==> src/rtl/sram_arbiter_pkg.sv <==
// ============================================================================
// sram_arbiter_pkg: shared SRAM types, states and timing defaults
// Rev 1.0
// ============================================================================
`default_nettype none

`ifndef SRAM_READ_CYCLES
`define SRAM_READ_CYCLES 2
`endif
`ifndef SRAM_WRITE_CYCLES
`define SRAM_WRITE_CYCLES 2
`endif
`ifndef SRAM_STARVE_LIMIT
`define SRAM_STARVE_LIMIT 8
`endif

package sram_arbiter_pkg;

   localparam int SRAM_ADDR_W       = 20;
   localparam int SRAM_DATA_W       = 32;
   localparam int SRAM_READ_CYCLES  = `SRAM_READ_CYCLES;
   localparam int SRAM_WRITE_CYCLES = `SRAM_WRITE_CYCLES;
   localparam int SRAM_STARVE_LIMIT = `SRAM_STARVE_LIMIT;

   typedef logic [SRAM_ADDR_W-1:0] SramAddress_t;
   typedef logic [SRAM_DATA_W-1:0] SramData_t;

   typedef enum logic [2:0] {
      ST_IDLE     = 3'd0,
      ST_READ     = 3'd1,
      ST_WR_SETUP = 3'd2,
      ST_WR_PULSE = 3'd3,
      ST_WR_HOLD  = 3'd4
   } SramArbState_t;

   typedef enum logic {
      OWN_A = 1'b0,
      OWN_B = 1'b1
   } SramOwner_t;

endpackage

`default_nettype wire

==> src/rtl/sram_phy_sequencer.sv <==
// ============================================================================
// sram_phy_sequencer: drives registered SRAM strobes for one read or write
// Rev 1.0
// ============================================================================
`default_nettype none

module sram_phy_sequencer
   import sram_arbiter_pkg::*;
#(
   parameter int ADDR_W       = SRAM_ADDR_W,
   parameter int DATA_W       = SRAM_DATA_W,
   parameter int READ_CYCLES  = SRAM_READ_CYCLES,
   parameter int WRITE_CYCLES = SRAM_WRITE_CYCLES
) (
   input  logic              clk,
   input  logic              rst,
   input  logic              start_i,
   input  logic              we_i,
   input  logic [ADDR_W-1:0] addr_i,
   input  logic [DATA_W-1:0] wdata_i,
   input  logic [3:0]        be_n_i,
   output logic              idle_o,
   output logic              sample_o,
   output logic              done_o,
   output logic [ADDR_W-1:0] sram_addr_o,
   output logic [DATA_W-1:0] sram_dq_out_o,
   output logic              sram_dq_oe_o,
   output logic              sram_ce_n_o,
   output logic              sram_oe_n_o,
   output logic              sram_we_n_o,
   output logic [3:0]        sram_be_n_o
);

   localparam int MAX_CYCLES = (READ_CYCLES > WRITE_CYCLES) ? READ_CYCLES : WRITE_CYCLES;
   localparam int CNT_W      = $clog2(MAX_CYCLES + 1);
   localparam logic [CNT_W-1:0] RD_LAST = CNT_W'(READ_CYCLES - 1);
   localparam logic [CNT_W-1:0] WR_LAST = CNT_W'(WRITE_CYCLES - 1);

   SramArbState_t     state_q, state_d;
   logic [CNT_W-1:0]  cnt_q, cnt_d;
   logic              done_q, done_d;
   logic [ADDR_W-1:0] addr_q;
   logic [DATA_W-1:0] wdata_q;
   logic [3:0]        be_n_q;
   logic              ce_n_q, oe_n_q, we_n_q, dq_oe_q;
   logic              accept;

   assign accept = (state_q == ST_IDLE) && start_i;

   always_comb begin
      state_d  = state_q;
      cnt_d    = cnt_q;
      done_d   = 1'b0;
      sample_o = 1'b0;
      case (state_q)
         ST_IDLE: begin
            if (start_i) begin
               state_d = we_i ? ST_WR_SETUP : ST_READ;
               cnt_d   = '0;
            end
         end
         ST_READ: begin
            if (cnt_q == RD_LAST) begin
               state_d  = ST_IDLE;
               sample_o = 1'b1;
               done_d   = 1'b1;
            end else begin
               cnt_d = cnt_q + 1'b1;
            end
         end
         ST_WR_SETUP: begin
            state_d = ST_WR_PULSE;
            cnt_d   = '0;
         end
         ST_WR_PULSE: begin
            if (cnt_q == WR_LAST) begin
               state_d = ST_WR_HOLD;
            end else begin
               cnt_d = cnt_q + 1'b1;
            end
         end
         ST_WR_HOLD: begin
            state_d = ST_IDLE;
            done_d  = 1'b1;
         end
         default: state_d = ST_IDLE;
      endcase
   end

   // Strobes are registered from the next state so they line up with it glitch-free.
   always_ff @(posedge clk or negedge rst) begin
      if (!rst) begin
         state_q <= ST_IDLE;
         cnt_q   <= '0;
         done_q  <= 1'b0;
         addr_q  <= '0;
         wdata_q <= '0;
         be_n_q  <= 4'hF;
         ce_n_q  <= 1'b1;
         oe_n_q  <= 1'b1;
         we_n_q  <= 1'b1;
         dq_oe_q <= 1'b0;
      end else begin
         state_q <= state_d;
         cnt_q   <= cnt_d;
         done_q  <= done_d;
         if (accept) begin
            addr_q  <= addr_i;
            wdata_q <= wdata_i;
         end
         if (state_d == ST_IDLE) begin
            be_n_q <= 4'hF;
         end else if (accept) begin
            be_n_q <= be_n_i;
         end
         ce_n_q  <= (state_d == ST_IDLE);
         oe_n_q  <= (state_d != ST_READ);
         we_n_q  <= (state_d != ST_WR_PULSE);
         dq_oe_q <= (state_d == ST_WR_SETUP) || (state_d == ST_WR_PULSE) ||
                    (state_d == ST_WR_HOLD);
      end
   end

   assign idle_o        = (state_q == ST_IDLE);
   assign done_o        = done_q;
   assign sram_addr_o   = addr_q;
   assign sram_dq_out_o = wdata_q;
   assign sram_dq_oe_o  = dq_oe_q;
   assign sram_ce_n_o   = ce_n_q;
   assign sram_oe_n_o   = oe_n_q;
   assign sram_we_n_o   = we_n_q;
   assign sram_be_n_o   = be_n_q;

endmodule

`default_nettype wire

==> src/rtl/sram_arbiter.sv <==
// ============================================================================
// sram_arbiter: shares one async SRAM between VGA scanout (A) and renderer (B)
// Rev 1.0
// ============================================================================
`default_nettype none

module sram_arbiter
   import sram_arbiter_pkg::*;
#(
   parameter int ADDR_W       = SRAM_ADDR_W,
   parameter int DATA_W       = SRAM_DATA_W,
   parameter int READ_CYCLES  = SRAM_READ_CYCLES,
   parameter int WRITE_CYCLES = SRAM_WRITE_CYCLES,
   parameter int STARVE_LIMIT = SRAM_STARVE_LIMIT
) (
   input  logic              clk,
   input  logic              rst,
   input  logic              a_req,
   input  logic [ADDR_W-1:0] a_addr,
   output logic              a_ack,
   output logic              a_rvalid,
   output logic [DATA_W-1:0] a_rdata,
   input  logic              b_req,
   input  logic              b_we,
   input  logic [ADDR_W-1:0] b_addr,
   input  logic [DATA_W-1:0] b_wdata,
   input  logic [3:0]        b_be,
   output logic              b_ack,
   output logic              b_done,
   output logic [DATA_W-1:0] b_rdata,
   output logic [ADDR_W-1:0] sram_addr,
   output logic [DATA_W-1:0] sram_dq_out,
   output logic              sram_dq_oe,
   input  logic [DATA_W-1:0] sram_dq_in,
   output logic              sram_ce_n,
   output logic              sram_oe_n,
   output logic              sram_we_n,
   output logic [3:0]        sram_be_n
);

   localparam int ST_W = $clog2(STARVE_LIMIT + 1);
   localparam logic [ST_W-1:0] STARVE_MAX = ST_W'(STARVE_LIMIT);

   logic [ST_W-1:0]   starve_q, starve_d;
   SramOwner_t        owner_q;
   logic [DATA_W-1:0] a_rdata_q, b_rdata_q;
   logic              seq_idle, seq_sample, seq_done;
   logic              grant_a, grant_b;

   // Grants are gated by rst so a request held through reset is not acked early.
   always_comb begin
      grant_a  = rst && seq_idle && a_req && !(b_req && (starve_q == STARVE_MAX));
      grant_b  = rst && seq_idle && b_req && !grant_a;
      starve_d = starve_q;
      if (!b_req || grant_b) begin
         starve_d = '0;
      end else if (grant_a && (starve_q != STARVE_MAX)) begin
         starve_d = starve_q + 1'b1;
      end
   end

   always_ff @(posedge clk or negedge rst) begin
      if (!rst) begin
         starve_q  <= '0;
         owner_q   <= OWN_A;
         a_rdata_q <= '0;
         b_rdata_q <= '0;
      end else begin
         starve_q <= starve_d;
         if (grant_a || grant_b) begin
            owner_q <= grant_b ? OWN_B : OWN_A;
         end
         if (seq_sample) begin
            if (owner_q == OWN_A) begin
               a_rdata_q <= sram_dq_in;
            end else begin
               b_rdata_q <= sram_dq_in;
            end
         end
      end
   end

   sram_phy_sequencer #(
      .ADDR_W       (ADDR_W),
      .DATA_W       (DATA_W),
      .READ_CYCLES  (READ_CYCLES),
      .WRITE_CYCLES (WRITE_CYCLES)
   ) u_seq (
      .clk           (clk),
      .rst           (rst),
      .start_i       (grant_a || grant_b),
      .we_i          (grant_b && b_we),
      .addr_i        (grant_b ? b_addr : a_addr),
      .wdata_i       (b_wdata),
      .be_n_i        (grant_b ? ~b_be : 4'h0),
      .idle_o        (seq_idle),
      .sample_o      (seq_sample),
      .done_o        (seq_done),
      .sram_addr_o   (sram_addr),
      .sram_dq_out_o (sram_dq_out),
      .sram_dq_oe_o  (sram_dq_oe),
      .sram_ce_n_o   (sram_ce_n),
      .sram_oe_n_o   (sram_oe_n),
      .sram_we_n_o   (sram_we_n),
      .sram_be_n_o   (sram_be_n)
   );

   // owner_q only changes at the end of an IDLE cycle, so it is still valid while done is high.
   assign a_ack    = grant_a;
   assign b_ack    = grant_b;
   assign a_rvalid = seq_done && (owner_q == OWN_A);
   assign b_done   = seq_done && (owner_q == OWN_B);
   assign a_rdata  = a_rdata_q;
   assign b_rdata  = b_rdata_q;

endmodule

`default_nettype wire

==> config.mk <==
export PLATFORM = sky130hd
export DESIGN_NAME = sram_arbiter
export DESIGN_NICKNAME = d
export VERILOG_FILES = /design/src/rtl/sram_arbiter_pkg.sv /design/src/rtl/sram_phy_sequencer.sv /design/src/rtl/sram_arbiter.sv
export SDC_FILE = /design/constraint.sdc
export NUM_CORES = 1
export LEC_CHECK = 0
export ABC_AREA = 1
export ABC_CLOCK_PERIOD_IN_PS = 2200
export CORE_MARGIN = 10
export CORE_UTILIZATION = 25
export CTS_BUF_LIST = sky130_fd_sc_hd__clkbuf_4
export DETAILED_ROUTE_END_ITERATION = 6
export HOLD_SLACK_MARGIN = 0.06
export MAX_ROUTING_LAYER = met4
export SLEW_MARGIN = 40
export SYNTH_ARGS = -nofsm -noshare
export SYNTH_HDL_FRONTEND = slang
export SYNTH_HIERARCHICAL = 1
export SYNTH_SLANG_ARGS = --single-unit
export TNS_END_PERCENT = 30
==> constraint.sdc <==
create_clock -name clk -period 2.2 [get_ports clk]
set_input_delay 0.33 -clock clk [delete_from_list [all_inputs] [get_ports clk]]
set_output_delay 0.33 -clock clk [all_outputs]
set_load 0.05 [all_outputs]
==> impl_summary.md <==
Worst setup path
The critical path is of the reg -> out type. The biggest fanout along the worst timing path is 3. The most critical setup path has its startpoint at u_seq/state_q[1]$_DFF_PN0_. The nature of the critical path endpoint is an output port. The endpoint identified for the worst register-to-register timing path is u_seq/state_q[0]$_DFF_PN0_.

The worst stage delay on the critical path is approximately 0.45 ns. For flop-to-flop paths, the worst setup slack is 0.22 ns. The startpoint identified for the worst register-to-register timing path is u_seq/state_q[1]$_DFF_PN0_.

Among all stages on the critical path, the largest delay is contributed by dfrtp_2. The kind of start point of the critical path is a register. The endpoint of the worst setup timing path is b_ack. The endpoint required time on the critical path is roughly 1.9 ns. Traced cell by cell, the critical path runs through nor2_4 -> nand2_2 -> inv_2 -> nand2_4 -> nor2_4 -> nand2_4 -> nand2_8 -> inv_4 -> buf_12. The depth of the worst register-to-register path is 14.

At the worst endpoint, the arrival time is roughly 1.8 ns.

Layout
The register area is 3390 µm². The count of nets after finishing is between 1,000 and 1,500. The library cell used most frequently in the layout, excluding fill and tap cells, is clkdlybuf4s50_1.

The total area of multi-input combinational cells is about 1800 µm². Excluding fillers, the count of instances in the completed layout stands at 1,210. Leaving out fill and tap cells, the most frequent cells in the layout are clkdlybuf4s50_1, nand2_1, dfrtp_1, inv_1, o21ai_0. The synthesis-to-layout area growth is 56.0%. The final design area excluding fillers is about 8900 µm². Counting the fill cells in the layout gives 2,302. In the final layout, the share of cells above drive strength 1 is 0.0974.

Place
The global placer's final weighted congestion is 0.817. In this run, placement finished with an instance count of about 1,200. The post-place instance area is between 8000 and 9000 µm².

Summed over all nets, the half-perimeter wirelength after detailed placement is approximately 14,000 µm. The number of port buffers is 240.

Run status
The flow ran to the end, and the final reports show no timing, DRC or antenna violations.

CTS
CTS saw roughly 140 sinks. The clock latency on the worst-skew pair is 0.52 ns. The TritonCTS clock tree is yes. The clock buffer count from CTS is 17. The post-CTS clock slew at the launch and capture registers of the worst setup and hold paths is between 0.1 and 0.15 ns.

The largest buffer count on any clock path is 2. The number of H-tree branching levels is 4. The clock root buffer master is clkbuf_4.

Global routing
The pin count of the biggest net entering global routing is 137. The first global-routing pass estimated roughly 29,000 µm of wire. The number of antenna violations at the first check in global routing is 1. Across every metal layer, demand over resource in global routing totals 0.129. The number of global-route vias before repair is around 5,000. The total overflow left after global routing is 0.

Floorplan
The initial core utilization is 0.253. The standard cell core area is 22,600 µm². The die covers about 29,000 µm². The top-level port count is between 200 and 250. Measured along the y axis, the die boundary spans about 170 µm. The floorplan step set the die width to about 170 µm. The number of rows created at floorplan is 55.

Routing
After detailed routing, the number of vias per cell comes to roughly 4.1. The total wirelength of the detailed-routed design is 18,600 µm. The via count is approximately 5,000. After the first detailed-routing iteration, the DRC count stood at a little under 400. The length of the first detailed-routing pass in iterations is 4. The number of nets with antenna violations after routing is 0. In the final routed layout, each cell accounts on average for about 15 µm. In the routed design, unresolved DRC markers number 0.

Synthesis
Synthesis inferred 135 register bits. Counting every net in the synthesized netlist gives approximately 780. The Yosys step of the flow raised 6 warnings. The sequential share of the synthesized area is 0.593. The count of cell types in the netlist is 23. Each instance of the synthesized netlist takes up on average slightly below 9 µm². The cell area that synthesis handed to floorplanning was ~5700 µm². In the synthesized netlist, the number of instances is 660.

STA
Counting I/O delays and the setup requirement, the final critical path takes between 2 and 2.5 ns. The tightest slew margin relative to the limit is 0.502. The worst hold slack across all endpoints is about 0.34 ns. Setup violations remaining at the end of the flow were counted as 0.

The slew at the pin closest to its max-slew limit is roughly 0.75 ns. The setup TNS is 0 ns. The final-report hold violation count is 0.

Setup repair after global routing could not meet its margin everywhere. The count of pins over their slew limit is 0. Dividing the final minimum period by the clock period gives 0.957.

The maximum clock frequency is 475 MHz. The final setup skew is between 0.02 and 0.025 ns.

Power
IR analysis of the VDD net gives a maximum drop of between 0.0005 and 0.0006 V. In this run the static leakage power is between 4 and 5 nW. In this run the power density over the cells is 1650 nW/µm².

Job
The number of max-cap violations is 0.

Worst hold path
The min-delay analysis places its worst path in the category in -> reg.
how the worst min path moves through the flow:
stage	endpoint	cells past startpoint	start	slack, ns
CTS	u_seq/sram_dq_out_o[2]$_DFFE_PN0P_	3	b_wdata[2]	0.26
finish	u_seq/sram_dq_out_o[2]$_DFFE_PN0P_	3	b_wdata[2]	0.34
global route	u_seq/sram_dq_out_o[2]$_DFFE_PN0P_	3	b_wdata[2]	0.27
floorplan	a_rdata[0]$_DFFE_PN0P_	0	rst	0.03
global placement	u_seq/sram_addr_o[7]$_DFFE_PN0P_	2	u_seq/sram_addr_o[7]$_DFFE_PN0P_	0.46
detailed placement	a_rdata[5]$_DFFE_PN0P_	2	a_rdata[5]$_DFFE_PN0P_	0.47
stage by stage:
step	util	power [mW]	worst slack [ns]
2_1_floorplan	-	9.63	0.331
5_1_grt	0.395	15.6	-0.0713
3_3_place_gp	0.375	12.7	0.237
6_report	0.395	14.7	0.0954
3_5_place_dp	0.375	12.8	0.194
4_1_cts	0.392	14.9	-0.0879
critical path: cells and delay by family (launching register included):
family | cells | cell delay, ns
flip-flops | 1 | 0.45
AND/OR/NAND/NOR | 6 | 0.59
buffers and inverters | 3 | 0.23
Yosys cell counts, drive strengths merged:
library cell | number | area, µm²
a21oi | 3 | 15.0
ha | 3 | 37.5
o21ai | 121 | 613
inv | 114 | 428
dfrtp | 128 | 3200
buf | 16 | 111
dfstp | 7 | 184
o211ai | 1 | 7.51
nand3 | 28 | 158
nand4 | 5 | 31.3
clkbuf | 14 | 52.6
nor2 | 16 | 82.6
nand2 | 203 | 779
xor2 | 1 | 8.76
cells by family (layout without fill, tap and decap cells):
| group | count (synthesis) | after routing | share of synthesized area |
|---|---|---|---|
| compound gates | 125 | 125 | 0.111 |
| buf+inv | 144 | 408 | 0.104 |
| flops | 135 | 135 | 0.593 |
| xor+xnor | 1 | 1 | 0.00153 |
| other cells | 0 | 1 | 0 |
| fa+ha+maj | 3 | 3 | 0.00657 |
| simple gates | 252 | 252 | 0.184 |
routing by layer:
metal,global-route usage,wire length (µm),up-vias
li1,-,-,2538
met1,0.158,8580,2235
met2,0.183,7450,227
met3,0.0687,2420,7
met4,0.0284,146,0
met5,-,0,-
state kept, by name, summed over array words and instances, names as in the netlist:
| register | flops |
|---|---|
| a_rdata | 32 |
| b_rdata | 32 |
| u_seq/sram_dq_out_o | 32 |
| u_seq/sram_addr_o | 20 |
| starve_q | 4 |
| u_seq/sram_be_n_o | 4 |
| u_seq/state_q | 3 |
| u_seq/cnt_q | 2 |
| owner_q | 1 |
| u_seq/done_o | 1 |
| u_seq/sram_ce_n_o | 1 |
| u_seq/sram_dq_oe_o | 1 |
| u_seq/sram_oe_n_o | 1 |
| u_seq/sram_we_n_o | 1 |
report_power, final:
part	internal, mW	total (mW)	switching (mW)
Sequential	3.62	4.24	0.614
Combinational	2.71	8.54	5.83
Clock	0.926	1.93	1.00
Total	7.26	14.7	7.45
area by class of cell:
type | count | area share
inverters | 114 | 0.0483
flip-flops and latches | 135 | 0.380
well taps | 285 | 0.0400
clock buffers | 18 | 0.0152
multi-input cells | 381 | 0.197
clock inverters | 14 | 0.0223
repair buffers | 262 | 0.296
diodes | 1 | 0.000281
timing repair:
| item | 4_1_cts | 5_1_grt |
|---|---|---|
| setup buffers | 3 | 4 |
| pin swaps | 1 | 6 |
| hold buffers | 1 | 0 |
| setup endpoints to repair | 4 | 9 |
| endpoints found under the hold margin | 128 | 0 |
| gates resized for setup | 5 | 16 |
(Power assumes the default switching activity.)
